==> config.mk <==
export PLATFORM = sky130hd
export DESIGN_NAME = rv32_instr_encoder
export DESIGN_NICKNAME = d
export VERILOG_FILES = /design/src/rtl/rv32_instr_encoder.sv
export SDC_FILE = /design/constraint.sdc
export NUM_CORES = 1
export LEC_CHECK = 0
export ABC_CLOCK_PERIOD_IN_PS = 2400
export BUFFER_PORTS_ARGS = -buffer_cell sky130_fd_sc_hd__buf_2
export CORE_UTILIZATION = 52
export CTS_CLUSTER_SIZE = 14
export DETAILED_ROUTE_END_ITERATION = 16
export PLACE_DENSITY = 0.84
export SKIP_LAST_GASP = 1
export SYNTH_ARGS = -nofsm -noshare
export SYNTH_HDL_FRONTEND = slang
export SYNTH_SLANG_ARGS = --single-unit
==> constraint.sdc <==
create_clock -name clk -period 2.4 [get_ports clk]
set_clock_uncertainty 0.15 [all_clocks]
set_input_delay 0.36 -clock clk [delete_from_list [all_inputs] [get_ports clk]]
set_output_delay 0.36 -clock clk [all_outputs]
set_load 0.005 [all_outputs]
==> src/rtl/rv32_instr_encoder.sv <==
// RV32I instruction encoder and program loader: range-checks mnemonic/field
// requests, packs them into 32-bit words and writes them to consecutive addresses.
module rv32_instr_encoder #(
  parameter int unsigned ADDR_W = 10
) (
  input  logic              clk,
  input  logic              rst_n,
  input  logic              start,
  input  logic              finish,
  input  logic              in_valid,
  output logic              in_ready,
  input  logic [4:0]        op_sel,
  input  logic [4:0]        rd,
  input  logic [4:0]        rs1,
  input  logic [4:0]        rs2,
  input  logic [31:0]       imm,
  output logic              imem_we,
  output logic [ADDR_W-1:0] imem_addr,
  output logic [31:0]       imem_wdata,
  output logic [ADDR_W:0]   count,
  output logic              err,
  output logic              err_sticky,
  output logic              done
);

  localparam logic [ADDR_W:0] DEPTH = {1'b1, {ADDR_W{1'b0}}};

  typedef enum logic [1:0] {S_IDLE, S_RUN, S_FULL} state_e;

  state_e            state_q, state_d;
  logic [ADDR_W:0]   count_q, count_d;
  logic [ADDR_W-1:0] addr_q, addr_d;
  logic [31:0]       wdata_q, wdata_d;
  logic              we_q, we_d, err_q, err_d, sticky_q, sticky_d, done_q, done_d;

  logic signed [31:0] imm_s;
  logic               fits_i, fits_sh, fits_b, fits_j, fits_u;
  logic [2:0]         f3;
  logic [6:0]         f7;
  logic [31:0]        enc_word;
  logic               enc_ok;

  assign imm_s   = imm;
  assign fits_i  = (imm_s >= -32'sd2048) && (imm_s <= 32'sd2047);
  assign fits_sh = (imm[31:5] == '0);
  assign fits_b  = (imm_s >= -32'sd4096) && (imm_s <= 32'sd4094) && !imm[0];
  assign fits_j  = (imm_s >= -32'sd1048576) && (imm_s <= 32'sd1048574) && !imm[0];
  assign fits_u  = (imm[11:0] == '0);

  // funct3/funct7 are shared between the R and I-ALU mnemonics and the memory/branch ops
  always_comb begin
    f3 = 3'b000;
    f7 = 7'h00;
    case (op_sel)
      5'd5, 5'd14, 5'd22:              f3 = 3'b001;
      5'd8, 5'd17, 5'd19, 5'd20:       f3 = 3'b010;
      5'd9, 5'd18:                     f3 = 3'b011;
      5'd4, 5'd13:                     f3 = 3'b100;
      5'd6, 5'd7, 5'd15, 5'd16:        f3 = 3'b101;
      5'd3, 5'd12:                     f3 = 3'b110;
      5'd2, 5'd11:                     f3 = 3'b111;
      default:                         f3 = 3'b000;
    endcase
    if (op_sel == 5'd1 || op_sel == 5'd7 || op_sel == 5'd16) f7 = 7'h20;
  end

  always_comb begin
    enc_word = '0;
    enc_ok   = 1'b0;
    case (op_sel) inside
      [5'd0:5'd9]: begin
        enc_word = {f7, rs2, rs1, f3, rd, 7'h33};
        enc_ok   = 1'b1;
      end
      [5'd10:5'd13], 5'd17, 5'd18: begin
        enc_word = {imm[11:0], rs1, f3, rd, 7'h13};
        enc_ok   = fits_i;
      end
      [5'd14:5'd16]: begin
        enc_word = {f7, imm[4:0], rs1, f3, rd, 7'h13};
        enc_ok   = fits_sh;
      end
      5'd19: begin
        enc_word = {imm[11:0], rs1, f3, rd, 7'h03};
        enc_ok   = fits_i;
      end
      5'd20: begin
        enc_word = {imm[11:5], rs2, rs1, f3, imm[4:0], 7'h23};
        enc_ok   = fits_i;
      end
      5'd21, 5'd22: begin
        enc_word = {imm[12], imm[10:5], rs2, rs1, f3, imm[4:1], imm[11], 7'h63};
        enc_ok   = fits_b;
      end
      5'd23: begin
        enc_word = {imm[20], imm[10:1], imm[11], imm[19:12], rd, 7'h6F};
        enc_ok   = fits_j;
      end
      5'd24: begin
        enc_word = {imm[11:0], rs1, 3'b000, rd, 7'h67};
        enc_ok   = fits_i;
      end
      5'd25: begin
        enc_word = {imm[31:12], rd, 7'h37};
        enc_ok   = fits_u;
      end
      5'd26: begin
        enc_word = {imm[31:12], rd, 7'h17};
        enc_ok   = fits_u;
      end
      default: begin
        enc_word = '0;
        enc_ok   = 1'b0;
      end
    endcase
  end

  // The write address is the pre-increment count; FULL stops it from wrapping.
  always_comb begin
    state_d  = state_q;
    count_d  = count_q;
    addr_d   = addr_q;
    wdata_d  = wdata_q;
    sticky_d = sticky_q;
    we_d     = 1'b0;
    err_d    = 1'b0;
    done_d   = 1'b0;
    if (start) begin
      state_d  = S_RUN;
      count_d  = '0;
      sticky_d = 1'b0;
    end else begin
      if (in_valid && state_q == S_RUN) begin
        if (enc_ok) begin
          we_d    = 1'b1;
          addr_d  = count_q[ADDR_W-1:0];
          wdata_d = enc_word;
          count_d = count_q + 1'b1;
          if (count_d == DEPTH) state_d = S_FULL;
        end else begin
          err_d    = 1'b1;
          sticky_d = 1'b1;
        end
      end
      if (finish && state_q != S_IDLE) begin
        state_d = S_IDLE;
        done_d  = 1'b1;
      end
    end
  end

  always_ff @(posedge clk or negedge rst_n) begin
    if (!rst_n) begin
      state_q  <= S_IDLE;
      count_q  <= '0;
      addr_q   <= '0;
      wdata_q  <= '0;
      we_q     <= 1'b0;
      err_q    <= 1'b0;
      sticky_q <= 1'b0;
      done_q   <= 1'b0;
    end else begin
      state_q  <= state_d;
      count_q  <= count_d;
      addr_q   <= addr_d;
      wdata_q  <= wdata_d;
      we_q     <= we_d;
      err_q    <= err_d;
      sticky_q <= sticky_d;
      done_q   <= done_d;
    end
  end

  assign in_ready   = (state_q == S_RUN);
  assign imem_we    = we_q;
  assign imem_addr  = addr_q;
  assign imem_wdata = wdata_q;
  assign count      = count_q;
  assign err        = err_q;
  assign err_sticky = sticky_q;
  assign done       = done_q;

endmodule
==> Yosys cells after proc, flatten, opt, wreduce, memory -nomap -nowiden <==
Memories as Yosys holds them, arrays and structs flattened.
Cells that the tools add are included.
Widths: inputs -> output; s select.
{ "word_totals": {"reg_bits": 59, "romBits": 96, "in_bits": 57, "out_inout_bits": 58, "word_cells": 106, "mem_count": 1} }
{ "mem_list": {"columns": ["memory", "words", "width", "read_ports", "rd_clocked_by_memory_dff", "write_ports", "line_no", "text"], "rows": [
  ["(no name shown)", 32, 3, 1, 0, 0, "54", "case (op_sel)"]
]} }
{ "op_classes": {"addsub": 1, "magnitude_cmp": 12, "n_eq_ne": 16, "muxes": 40, "bitwise": 1, "reduce_logical": 27} }
{ "ops": {"columns": ["cell", "count"], "rows": [
  ["$mux 32", 10],
  ["$eq 5x5->1 const B", 11],
  ["$mux 11", 3],
  ["$ge 32x12->1 const B", 1],
  ["$ge 32x13->1 const B", 1],
  ["$ge 32x21->1 const B", 1],
  ["$le 32x12->1 const B", 1],
  ["$le 32x13->1 const B", 1],
  ["$le 32x21->1 const B", 1],
  ["$logic_not 27->1", 1],
  ["$mux 1", 21],
  ["$logic_not 12->1", 1],
  ["$add 11x1->11 const B", 1],
  ["$eq 11x11->1 const B", 1],
  ["$ge 5x4->1 const B", 2],
  ["$le 5x4->1 const B", 2],
  ["$logic_and 1x1->1", 10],
  ["$mux 2", 5],
  ["$reduce_bool 3->1", 3],
  ["$mux 6", 1],
  ["$reduce_and 3->1", 2],
  ["$reduce_bool 2->1", 3],
  ["$eq 5x1->1 const B", 1],
  ["$eq 5x3->1 const B", 1],
  ["other kinds (10)", 12]
]} }

==> Depth between registers and ports, before layout <==
{ "depth": {"depth_word": 15, "ltp_mapped": 9, "ltp_nobuf": 7} }

==> Least setup slack after synthesis <==
Ideal clock, no wire load.
{ "synth_path": {"path_kind": "input -> register", "from": "in imm[7]", "to": "reg wdata_q[13] (netlist: imem_wdata[13])", "t_arrival_ns": 2.253, "required_ns": 2.125, "path_slack_ns": -0.128, "stages": 6, "path_buffers": 1, "path_cell_list": "or4_1 -> o32ai_1 -> a32oi_1 -> a211oi_4 -> buf_6 -> mux2_2"} }
{ "synth_via": {"elab_chain_len": 12} }
{ "synth_rtl": {"columns": ["element", "line_no", "text"], "rows": [
  ["from (decl)", "16", "input logic [31:0] imm,"],
  ["branches (longest 9 deep; another with $ge 32x12->1)", null, null],
  ["$mux 1 (*) (2 in a row)", "70", "case (op_sel) inside"],
  ["$reduce_and 3->1 (no source line) (*)", null, null],
  ["to (signal assigned)", "166", "wdata_q <= wdata_d;"],
  ["to (decl)", "33", "logic [31:0] wdata_q, wdata_d;"]
]} }
Mark *: on every way between the ends.
A chain may end at the register's enable or synchronous reset.

==> Worst setup path after layout <==
{ "layout_path": {"from": "in imm[11]", "to": "reg wdata_q[4] (netlist: imem_wdata[4])"} }
The elaborated chain is that of the path after synthesis.

==> results.sh <==
export IMPL_status="finished with violations"
export IMPL_violations="negative setup slack"
export IMPL_p_leak_nw=2.49
export IMPL_min_delay_start="finish"
export IMPL_drt_first_pass_iters=7
export IMPL_cp_required_ps=2490
export IMPL_num_antenna_cells=0
export IMPL_synth_seq_cells=58
export IMPL_place_ws_ps=-381
export IMPL_timing_rr_end="imem_wdata[4]"
export IMPL_worstPathCellList="buf_6, or4_4, nor2_4, a41oi_2, o311a_1, a211oi_4, buf_6, clkbuf_16, mux2_4"
export IMPL_worstPathArrival_ps=2520
export IMPL_vias=3904
export IMPL_hold_path_endpoint="done"
export IMPL_die_area_mm2=0.00731
export IMPL_slew_limit_headroom_pct=64.6
export IMPL_yosysSeqAreaShare_pct=40.0
export IMPL_syn_num_nets=438
export IMPL_timing_rr_start="state_q[0]"
export IMPL_clk_latency_ps=360
export IMPL_synth_warnings=0
export IMPL_crit_path_top_delay_cell="or4_4"
export IMPL_core_rowCount=30
export IMPL_port_buffer_count=114
export IMPL_ys_flop_type="dfrtp_1"
export IMPL_final_core_util_pct=76.1
export IMPL_rsz0062_at_grt="true"
export IMPL_layout_setup_ws_ps=-35.6
export IMPL_core_area_mm2=0.00676
export IMPL_r2r_cells=6
export IMPL_die_h_um=85.5
export IMPL_drt_wl_total_mm=11.7
export IMPL_cp_end_kind="flop"
export IMPL_grt_ovfl_total=0
export IMPL_antenna_found_initial=0
export IMPL_dp_cells=608
export IMPL_cap_violations=0
export IMPL_finalSetupTns_ps=-365
export IMPL_holdPathStages=3
export IMPL_cts_tree="yes"
export IMPL_grt_pass1_vias=3556
export IMPL_yosysUniqueCellTypes=53
export IMPL_clk_pin_slew_ps=80
export IMPL_crit_start="imm[11]"
export IMPL_slowest_delay_ps=570
export IMPL_max_freq_ghz=0.411
export IMPL_placed_cell_area_mm2=0.00469
export IMPL_viasPerCell=6.17
export IMPL_critical_path_class="in2reg"
export IMPL_syn_inst=380
export IMPL_cts_buffers_inserted=9
export IMPL_fin_crit_ps=2440
export IMPL_cts_sinks=58
export IMPL_track_usage_pct=31.7
export IMPL_hold_viol_final=0
export IMPL_dpl_hpwl_mm=7.96
export IMPL_chipWidth_um=85.5
export IMPL_crit_family="compound AO/OA/AOI/OAI gates"
export IMPL_worstSetupStartpointType="input pin"
export IMPL_synth_area_mm2=0.00363
export IMPL_multiInputGateArea_mm2=0.00213
export IMPL_place_gp_congestion=0.934
export IMPL_drive_above_1_share_pct=46.1
export IMPL_post_route_drc_count=0
export IMPL_powerDensity_mw_per_mm2=583
export IMPL_initial_core_util_pct=53.7
export IMPL_crit_top_cell="buf_6"
export IMPL_hold_class="in2reg"
export IMPL_cts_path_max_buffers=2
export IMPL_ir_drop_mv=0.403
export IMPL_final_nets=606
export IMPL_pin_count=115
export IMPL_maxSlewViolCount=0
export IMPL_htree_levels=3
export IMPL_reg2reg_slack_ps=250
export IMPL_synth_edf_count=0
export IMPL_finalNonFillerCells=633
export IMPL_async_flop_share_pct=100
export IMPL_drtAntennaViolNets=0
export IMPL_path_buf_inv=3
export IMPL_setup_viol=20
export IMPL_grt_pass1_wl_mm=17.9
export IMPL_crit_fanout=8
export IMPL_nFillCells=462
export IMPL_design_area_mm2=0.00514
export IMPL_min_period_over_period_pct=101
export IMPL_wl_per_cell_um=18.5
export IMPL_area_growth_pct=41.7
export IMPL_regArea_mm2=0.00145
export IMPL_drt_initial_drc_count=349
export IMPL_grt_max_degree=38
export IMPL_tightestPinTransition_ps=517
export IMPL_cts_root_buffer="clkbuf_8"
export IMPL_syn_avg_cell_area_um2=9.54
[cells in the final DEF (no fill, tap or decap), drive strengths merged, types with 4 or more instances in the layout]
| master | netlist | layout |
|---|---|---|
| mux2 | 43 | 43 |
| clkbuf | 10 | 11 |
| nor2b | 15 | 15 |
| nand3 | 10 | 10 |
| dfrtp | 58 | 58 |
| a31oi | 6 | 6 |
| clkinv | 2 | 5 |
| mux2i | 9 | 9 |
| a21oi | 15 | 15 |
| nand4 | 7 | 7 |
| nor4 | 6 | 6 |
| a211oi | 4 | 4 |
| nand2 | 25 | 25 |
| a2111oi | 4 | 4 |
| nand2b | 10 | 10 |
| buf | 16 | 180 |
| a22o | 17 | 17 |
| a222oi | 5 | 5 |
| inv | 12 | 13 |
| and3 | 4 | 4 |
| nor2 | 29 | 29 |
| o21ai | 28 | 28 |
| nor3 | 9 | 9 |
[worst register-to-register path, stage by stage, from the launching register on]
cell	delay [ps]
dfrtp_1	380
nor2b_1	200
nand2_1	240
a211oi_4	420
buf_6	180
clkbuf_16	160
mux2_4	300
[metrics by stage]
step	hold slack (ps)	power (mW)
final	108	3.00
after global routing	117	3.11
after CTS	98.9	2.93
after detailed placement	214	1.89
after global placement	205	1.86
after floorplan	-85.6	1.52
[area by class of cell]
class | count | area share (%)
clock buffers | 9 | 2.41
flip-flops and latches | 58 | 28.2
clock inverters | 7 | 2.00
repair buffers | 183 | 23.0
multi-input cells | 282 | 41.4
well taps | 80 | 1.95
inverters | 14 | 1.02
[worst max-delay path by stage]
stage	end	slack (ps)	depth (start not counted)
after floorplan	count[6]	-40	6
after detailed placement	imem_wdata[16]	-380	8
after global placement	count[5]	-390	8
after CTS	imem_wdata[16]	7	8
final	imem_wdata[4]	-40	9
after global routing	imem_addr[7]	-60	9
[report_power, final]
group | leakage (nW) | internal (mW) | switching (mW) | total, mW
clock | 0.110 | 0.593 | 0.461 | 1.05
combinational | 1.63 | 0.401 | 0.343 | 0.744
sequential | 0.757 | 1.12 | 0.0816 | 1.20
[logic make-up (layout without fill, tap and decap cells)]
family / after synthesis / count (layout) / share of synthesized area, %
AOI/OAI and AO/OA: 98 / 98 / 19.6
xor gates and xnor gates: 3 / 3 / 0.725
buffers and inverters: 40 / 213 / 5.42
adders and majority gates: 1 / 1 / 0.345
DFF: 58 / 58 / 40.0
muxes: 52 / 52 / 15.8
and+or+nand+nor: 128 / 128 / 18.0
[registers in the layout, summed over array words and instances (netlist names)]
name / flops
imem_wdata: 31
err: 1
done: 1
state_q: 2
imem_addr: 10
err_sticky: 1
count: 11
imem_we: 1
[cell usage after synthesis (2+ instances only)]
library cell | number | area (um2)
a2111oi_2 | 3 | 45.0
a211oi_1 | 3 | 22.5
a21oi_1 | 15 | 75.1
a222oi_1 | 5 | 50.1
a22o_1 | 17 | 149
a31oi_1 | 6 | 37.5
a32oi_1 | 2 | 17.5
and3_1 | 4 | 25.0
buf_1 | 3 | 11.3
buf_2 | 7 | 35.0
buf_4 | 2 | 15.0
buf_6 | 4 | 45.0
clkbuf_1 | 10 | 37.5
clkinv_1 | 2 | 7.51
dfrtp_1 | 58 | 1450
inv_1 | 12 | 45.0
mux2_2 | 42 | 473
mux2i_1 | 9 | 90.1
nand2_1 | 25 | 93.8
nand2b_1 | 10 | 62.6
nand3_1 | 10 | 50.1
nand3b_1 | 3 | 22.5
nand4_1 | 7 | 43.8
nor2_1 | 29 | 109
nor2b_1 | 15 | 93.8
nor3_1 | 9 | 45.0
nor4_1 | 6 | 37.5
o211ai_1 | 2 | 15.0
o21ai_0 | 28 | 140
o221ai_1 | 2 | 17.5
o31ai_1 | 3 | 22.5
or2_2 | 3 | 18.8
or3_1 | 3 | 18.8
xor2_1 | 2 | 17.5
[routing by layer]
| metal | up-vias | GRT usage [%] | share of wire [%] |
|---|---|---|---|
| met5 | - | 0 | 0 |
| met4 | 0 | 11.7 | 2.3 |
| met3 | 22 | 5.00 | 7.2 |
| met2 | 221 | 51.5 | 49 |
| met1 | 1909 | 43.1 | 42 |
| li1 | 1752 | - | - |
[what timing repair did]
action,4_1_cts,5_1_grt
hold buffers,1,0
setup endpoints to repair,16,39
buffers inserted,0,5
resized for setup,2,23
endpoints found under the hold margin,21,0
pin swaps,1,5
cloned,0,3
No activity file was read; power rests on OpenSTA's default activity.
